--- src/rtl/led_status_seq.sv ---
// led_status_seq: door-lock status indicator sequencer.
// Maps lock-controller events to an RGB colour code plus blink request.
//
// Ports:
//   clk_in      system clock
//   rst         synchronous active-high reset
//   evt_ok      pulse: password accepted
//   evt_fail    pulse: password rejected
//   evt_lock    pulse: door re-locked
//   setup_mode  level: password-change mode
//   alarm_clr   pulse: admin clears alarm
//   led_rgb     colour (OFF 000 RED 001 GREEN 010 YELLOW 011 BLUE 100 WHITE 111)
//   rgb_toggle  blink request
//   alarm       high in ALARM
//   busy        high in OPEN, FAIL, ALARM, SETUP
module led_status_seq #(
    parameter logic [27:0] TICK_DIV   = 28'd50_000_000,
    parameter int          OPEN_TICKS = 5,
    parameter int          FAIL_TICKS = 3,
    parameter int          MAX_FAIL   = 3
) (
    input  logic       clk_in,
    input  logic       rst,
    input  logic       evt_ok,
    input  logic       evt_fail,
    input  logic       evt_lock,
    input  logic       setup_mode,
    input  logic       alarm_clr,
    output logic [2:0] led_rgb,
    output logic       rgb_toggle,
    output logic       alarm,
    output logic       busy
);

    localparam int TMAX = (OPEN_TICKS > FAIL_TICKS) ? OPEN_TICKS : FAIL_TICKS;
    localparam int TW   = $clog2(TMAX + 1);
    localparam int FW   = $clog2(MAX_FAIL + 1);

    localparam logic [2:0] C_OFF    = 3'b000;
    localparam logic [2:0] C_RED    = 3'b001;
    localparam logic [2:0] C_GREEN  = 3'b010;
    localparam logic [2:0] C_YELLOW = 3'b011;
    localparam logic [2:0] C_BLUE   = 3'b100;
    localparam logic [2:0] C_WHITE  = 3'b111;

    typedef enum logic [2:0] {
        S_IDLE,
        S_OPEN,
        S_FAIL,
        S_ALARM,
        S_SETUP
    } state_t;

    state_t        state;
    state_t        state_n;
    logic [27:0]   presc;
    logic [TW-1:0] timer;
    logic [TW-1:0] timer_load;
    logic [FW-1:0] fail_cnt;
    logic [FW-1:0] fail_inc;
    logic          tick;
    logic          timeout;
    logic          enter;
    logic          cnt_inc;
    logic          cnt_clr;
    state_t        fail_dst;

    logic [2:0]    led_n;
    logic          toggle_n;
    logic          alarm_n;
    logic          busy_n;

    assign tick    = (presc == TICK_DIV - 28'd1);
    assign timeout = tick && (timer == TW'(1));

    // Saturating increment; the destination of a failure depends on
    // whether this increment reaches the alarm threshold.
    assign fail_inc = (fail_cnt == FW'(MAX_FAIL)) ? fail_cnt
                                                  : fail_cnt + FW'(1);
    assign fail_dst = (fail_inc == FW'(MAX_FAIL)) ? S_ALARM : S_FAIL;

    always_comb begin
        state_n = state;
        enter   = 1'b0;
        cnt_inc = 1'b0;
        cnt_clr = 1'b0;
        unique case (state)
            S_IDLE: begin
                if (evt_fail) begin
                    state_n = fail_dst;
                    enter   = 1'b1;
                    cnt_inc = 1'b1;
                end else if (evt_ok) begin
                    state_n = S_OPEN;
                    enter   = 1'b1;
                    cnt_clr = 1'b1;
                end else if (setup_mode) begin
                    state_n = S_SETUP;
                    enter   = 1'b1;
                end
            end
            S_OPEN: begin
                if (evt_fail) begin
                    state_n = fail_dst;
                    enter   = 1'b1;
                    cnt_inc = 1'b1;
                end else if (evt_ok) begin
                    // Re-entry restarts the open window.
                    state_n = S_OPEN;
                    enter   = 1'b1;
                    cnt_clr = 1'b1;
                end else if (evt_lock || timeout) begin
                    state_n = S_IDLE;
                    enter   = 1'b1;
                end
            end
            S_FAIL: begin
                if (evt_fail) begin
                    state_n = fail_dst;
                    enter   = 1'b1;
                    cnt_inc = 1'b1;
                end else if (timeout) begin
                    state_n = S_IDLE;
                    enter   = 1'b1;
                end
            end
            S_ALARM: begin
                if (alarm_clr) begin
                    state_n = S_IDLE;
                    enter   = 1'b1;
                    cnt_clr = 1'b1;
                end
            end
            S_SETUP: begin
                if (!setup_mode) begin
                    state_n = S_IDLE;
                    enter   = 1'b1;
                end
            end
            default: begin
                state_n = S_IDLE;
                enter   = 1'b1;
            end
        endcase
    end

    always_comb begin
        timer_load = '0;
        if (state_n == S_OPEN) begin
            timer_load = TW'(OPEN_TICKS);
        end else if (state_n == S_FAIL) begin
            timer_load = TW'(FAIL_TICKS);
        end
    end

    always_comb begin
        led_n    = C_BLUE;
        toggle_n = 1'b0;
        alarm_n  = 1'b0;
        busy_n   = 1'b1;
        unique case (state_n)
            S_IDLE:  busy_n = 1'b0;
            S_OPEN:  led_n  = C_GREEN;
            S_FAIL: begin
                led_n    = C_RED;
                toggle_n = 1'b1;
            end
            S_ALARM: begin
                led_n    = C_WHITE;
                toggle_n = 1'b1;
                alarm_n  = 1'b1;
            end
            S_SETUP: begin
                led_n    = C_YELLOW;
                toggle_n = 1'b1;
            end
            default: begin
                led_n  = C_OFF;
                busy_n = 1'b0;
            end
        endcase
    end

    always_ff @(posedge clk_in) begin
        if (rst) begin
            state <= S_IDLE;
        end else begin
            state <= state_n;
        end
    end

    // Any state entry, including re-entry, restarts the tick phase so a
    // timed state lasts exactly N*TICK_DIV cycles.
    always_ff @(posedge clk_in) begin
        if (rst) begin
            presc <= '0;
            timer <= '0;
        end else if (enter) begin
            presc <= '0;
            timer <= timer_load;
        end else begin
            presc <= tick ? 28'd0 : presc + 28'd1;
            if (tick && timer != '0) begin
                timer <= timer - TW'(1);
            end
        end
    end

    always_ff @(posedge clk_in) begin
        if (rst || cnt_clr) begin
            fail_cnt <= '0;
        end else if (cnt_inc) begin
            fail_cnt <= fail_inc;
        end
    end

    always_ff @(posedge clk_in) begin
        if (rst) begin
            led_rgb    <= C_OFF;
            rgb_toggle <= 1'b0;
            alarm      <= 1'b0;
            busy       <= 1'b0;
        end else begin
            led_rgb    <= led_n;
            rgb_toggle <= toggle_n;
            alarm      <= alarm_n;
            busy       <= busy_n;
        end
    end

endmodule

--- config.mk ---
export PLATFORM = sky130hd
export DESIGN_NAME = led_status_seq
export DESIGN_NICKNAME = d
export VERILOG_FILES = /design/src/rtl/led_status_seq.sv
export SDC_FILE = /design/constraint.sdc
export NUM_CORES = 1
export LEC_CHECK = 0
export CAP_MARGIN = 25
export CORE_MARGIN = 8
export CORE_UTILIZATION = 24
export CTS_CLUSTER_SIZE = 25
export DETAILED_ROUTE_END_ITERATION = 6
export DONT_BUFFER_PORTS = 1
export PLACE_DENSITY_LB_ADDON = 0.3
export SLEW_MARGIN = 20
export SYNTH_ARGS = -nofsm -noshare
export SYNTH_HDL_FRONTEND = slang
export SYNTH_SLANG_ARGS = --single-unit
--- constraint.sdc ---
create_clock -name clk_in -period 4.52 [get_ports clk_in]
set_input_delay 0.904 -clock clk_in [delete_from_list [all_inputs] [get_ports clk_in]]
set_output_delay 0.904 -clock clk_in [all_outputs]
set_load 0.01 [all_outputs]
# Word-level counts from Yosys, hierarchy flattened
# Index checks and enable logic that the tools add are counted.
# word_totals
ff_bits,42
inputBits,7
wordCells,73
# classes
addsub,3
n_eq_ne,12
n_mux,37
n_reduce_logical,13
# ops
operator,n
two-way mux 3 bit,13
one-hot mux 3 bit (5 select lines),2
"adder 28 x 1 -> 28 bit, second input constant",1
"== test 28 x 26 -> 1 bit, second input constant",1
two-way mux 1 bit,18
"== test 3 x 2 -> 1 bit, second input constant",4
"== test 3 x 1 -> 1 bit, second input constant",3
OR reduction 3 bit,3
"== test 3 bit, second input constant",2
zero test 3 bit,2
one-hot mux 1 bit (5 select lines),1
"== test 2 bit, second input constant",2
two-way mux 2 bit,2
OR reduction 4 bit,1
nonzero test 3 bit,1
"subtractor 3 x 1 -> 3 bit, second input constant",1
"adder 2 x 1 -> 2 bit, second input constant",1
logical AND 1 bit,2
logical OR 1 bit,2
one-hot mux 1 bit (2 select lines),1
nonzero test 2 bit,1
OR reduction 2 bit,1

# Depth between registers and ports, before layout
# depth
ltp_word,11
depth_mapped,8
mapped_depth_nobuf,7

# Least setup slack after synthesis
# Ideal clock, no wire load.
# synth_timing
path_type,input port to flip-flop
start,input port evt_fail
end,register presc[14]
setup_ns,0.064
arrival_time_ns,2.169
t_required_ns,4.456
setup_slack_ns,2.286
cell_stages,7
path_cell_list,or2_2 -> a21oi_1 -> o32ai_1 -> or3_1 -> buf_2 -> buf_2 -> nor2_1
# synth_via
elab_chain_cells,3
word_cells_on_any_way,5
classes_between,4 x mux; 1 x reduce/logical
# synth_rtl
item,line,text
start: declaration,25,"input logic evt_fail,"
"two-way mux 1 bit, on equally long branches","118, 103, 89",
one-hot mux 1 bit (5 select lines) (*),87,unique case (state)
OR reduction 3 bit (no line) (*),-,
end signal: assignment,202,presc <= tick ? 28'd0 : presc + 28'd1;
end: declaration,56,logic [27:0] presc;
# Every way passes the cells marked *; elsewhere a longest branch is shown, timed or not.
# A chain may end at the register's enable or synchronous reset.

==> qor.txt <==
CP Buf/Inv Count: 0
max_cap viols: 0
CTS Buf Count: 5
Max-slew headroom: 37.5%
Clock Path Buffers: 2
top-count cell post-synth: nor2_1
Power Dens Cells: 321 mW/mm^2
Worst-path clk slew: 0.08 ns
worst hold slack: 0.471 ns
Fin Setup TNS: 0 ns
Netlist cell types: 48
clock latency on the worst-skew pair: 0.29 ns
share of layout cells above drive strength 1: 9.91%
Hold Startpoint: presc[0]$_SDFF_PP0_
Die W: 109 microns
CTS tree: built
WP data arrival: 2.49 ns
vias in the first global route: 1480
post-synthesis register bit count: 42
antenna violations before repair: 0
Slew @ Worst Pin: 0.937 ns
Final Critical Period: 2.33 ns
slack of the worst reg-to-reg path: 2.19 ns
Fmax achieved: 0.430 GHz
crit share post-route: 51.5%
CP cell instances: ha_1, nand4_1, or2_4, o41ai_2, a21oi_1, o31ai_1, nor3_1
Mapped Area: 0.00207 sq mm
Yosys top cell area share: 40.6%
CORE AREA: 0.00855 sq mm
GRT Util Overall: 6.99%
Placed Area: 0.00214 sq mm
top post-synthesis cells by area: dfxtp_1 (41%), nor2_1 (8.0%), xor2_1 (6.8%)
Post-CTS Hold Buffers: 0
1st-iter DRT viols: 78
CP max stage cell: dfxtp_1
final WL: 3.87 mm
post-DP HPWL: 2.77 mm
number of synthesized flops with an enable pin: 0
Worst EP required: 4.68 ns
Final Hold Fails: 0
DRC viols: 0
LEAKAGE: 0.764 nW
Tightest Hold Check Type: reg -> reg
fin. max-slew vios: 0
clock skew: 0.00727 ns
wire per inst: 11.4 microns
crit path max fanout: 4
critical register-to-register path startpoint: presc[0]$_SDFF_PP0_
Ys Warns: 0
crit start category: register
Place WS: 1.87 ns
RSZ-0062 raised after global routing: false
Mapped Cells: 234
FILL cells: 927
number of setup buffers added after CTS: 0
async set-reset flop share out of synthesis: 0%
Seq/Total Area, Yosys: 40.6%
area delta synth->final: 7.80%
Worst Hold Depth: 1
DR vias: 1522
Layout Nets: 242
# resized after CTS: 0
clk root buf: clkbuf_8
final setup margin: 2.19 ns
Ant. Diodes: 0
Min-Delay Endpoint: presc[0]$_SDFF_PP0_
peak supply drop: 0.193 mV
Die ar.: 0.0119 sq mm
crit path kind: reg -> reg
# IOs: 13
DR pass1 iterations: 4
CTS Sinks: 42
Total Power: 0.717 mW
first-pass GRT wire length: 6.78 mm
Top delay family on crit path: compound AO/OA/AOI/OAI gates
launch point of the critical path: presc[0]$_SDFF_PP0_
largest net degree at the start of global routing: 29
reg2reg end: fail_cnt[0]$_SDFFE_PP0P_
Avg Synthesized Cell Area: 8.84 sq um
status: completed
PortBufs: 0
Synth area leader: dfxtp_1
most instantiated cells after synthesis: nor2_1 (44), dfxtp_1 (42), xor2_1 (16), nand2_1 (15), nand3_1 (15)
H-tree depth: 2
Finished Cell Area: 0.00223 sq mm
Starting Density: 24.2%
GR Overflow Total: 0
Antenna Nets Post-Route: 0
worst r2r path cells: 7
crit end category: register
mean number of vias per cell: 4.48
# setup viols final: 0
DIE HEIGHT: 109 microns
Syn Nets: 245
# rows: 34
gp weighted congestion: 0.748
Synth Flop Type: dfxtp_1
slowest stage delay, CP: 0.38 ns
==> worst register-to-register path: stages, from the launching register on <==
cell and delay [ns]:
dfxtp_1 0.38, ha_1 0.22, nand4_1 0.20, or2_4 0.33, o41ai_2 0.39, a21oi_1 0.19, o31ai_1 0.38, nor3_1 0.11
==> state kept, by name (all words and copies together), names as in the netlist <==
| register | flops |
|---|---|
| presc | 28 |
| rgb_toggle | 1 |
| timer | 3 |
| led_rgb | 3 |
| state | 3 |
| fail_cnt | 2 |
| alarm | 1 |
| busy | 1 |
==> layer usage <==
layer | wire (microns) | vias to the layer above | GRT usage (%)
li1 | - | 798 | -
met1 | 1920 | 705 | 8.97
met2 | 1770 | 17 | 10.9
met3 | 157 | 2 | 2.48
met4 | 28 | 0 | 1.76
met5 | 0 | - | 0
==> worst max path at each step <==
stage	endpoint	slack (ns)	depth (start not counted)
after global placement	presc[27]$_SDFF_PP0_	1.92	5
after CTS	presc[23]$_SDFF_PP0_	2.13	6
after floorplan	presc[14]$_SDFF_PP0_	2.29	7
after detailed placement	presc[5]$_SDFF_PP0_	1.87	5
after global routing	presc[19]$_SDFF_PP0_	1.93	6
final	fail_cnt[0]$_SDFFE_PP0P_	2.19	7
==> cell families (layout without fill, tap and decap cells) <==
kind of cell | after synthesis | in the layout | synth area share, %
compound gates | 29 | 29 | 10.0
simple gates | 115 | 115 | 31.1
xor+xnor | 26 | 26 | 11.0
flops | 42 | 42 | 40.6
buf+inv | 18 | 16 | 4.78
fa+ha+maj | 4 | 4 | 2.42
==> metrics by stage <==
step	utilization [%]	std cells
after global placement	25.0	332
after detailed placement	25.0	332
final	26.1	340
after floorplan	-	234
after global routing	26.1	340
after CTS	26.1	340
==> power breakdown <==
group          leakage [nW]  switching (mW)  internal (mW)  total [mW]
logic                 0.374          0.0372         0.0253      0.0624
registers             0.341          0.0140          0.383       0.397
clock network        0.0489           0.132          0.126       0.258
==> cells in the final DEF, fill, tap and decap left out, types with 3 or more instances in the layout <==
cell type / n
xnor2_1: 10
clkbuf_8: 6
nand4_1: 5
xor2_1: 16
ha_1: 4
or3_1: 3
inv_1: 8
a21oi_1: 10
o211ai_1: 3
dfxtp_1: 42
nand3_1: 15
nor3_1: 4
and3_1: 6
nand2_1: 15
and2_1: 3
nor2_1: 44
==> final cells by class <==
| type | instances | area [sq um] | share of cell area, % |
|---|---|---|---|
| multi-input combinational | 174 | 1130 | 50.6 |
| tap | 108 | 135 | 6.06 |
| clock buffer | 7 | 86.3 | 3.87 |
| inverter | 8 | 30.0 | 1.35 |
| sequential | 42 | 841 | 37.7 |
| clock inverter | 1 | 8.76 | 0.393 |
Power figures use the tool's default switching activity.
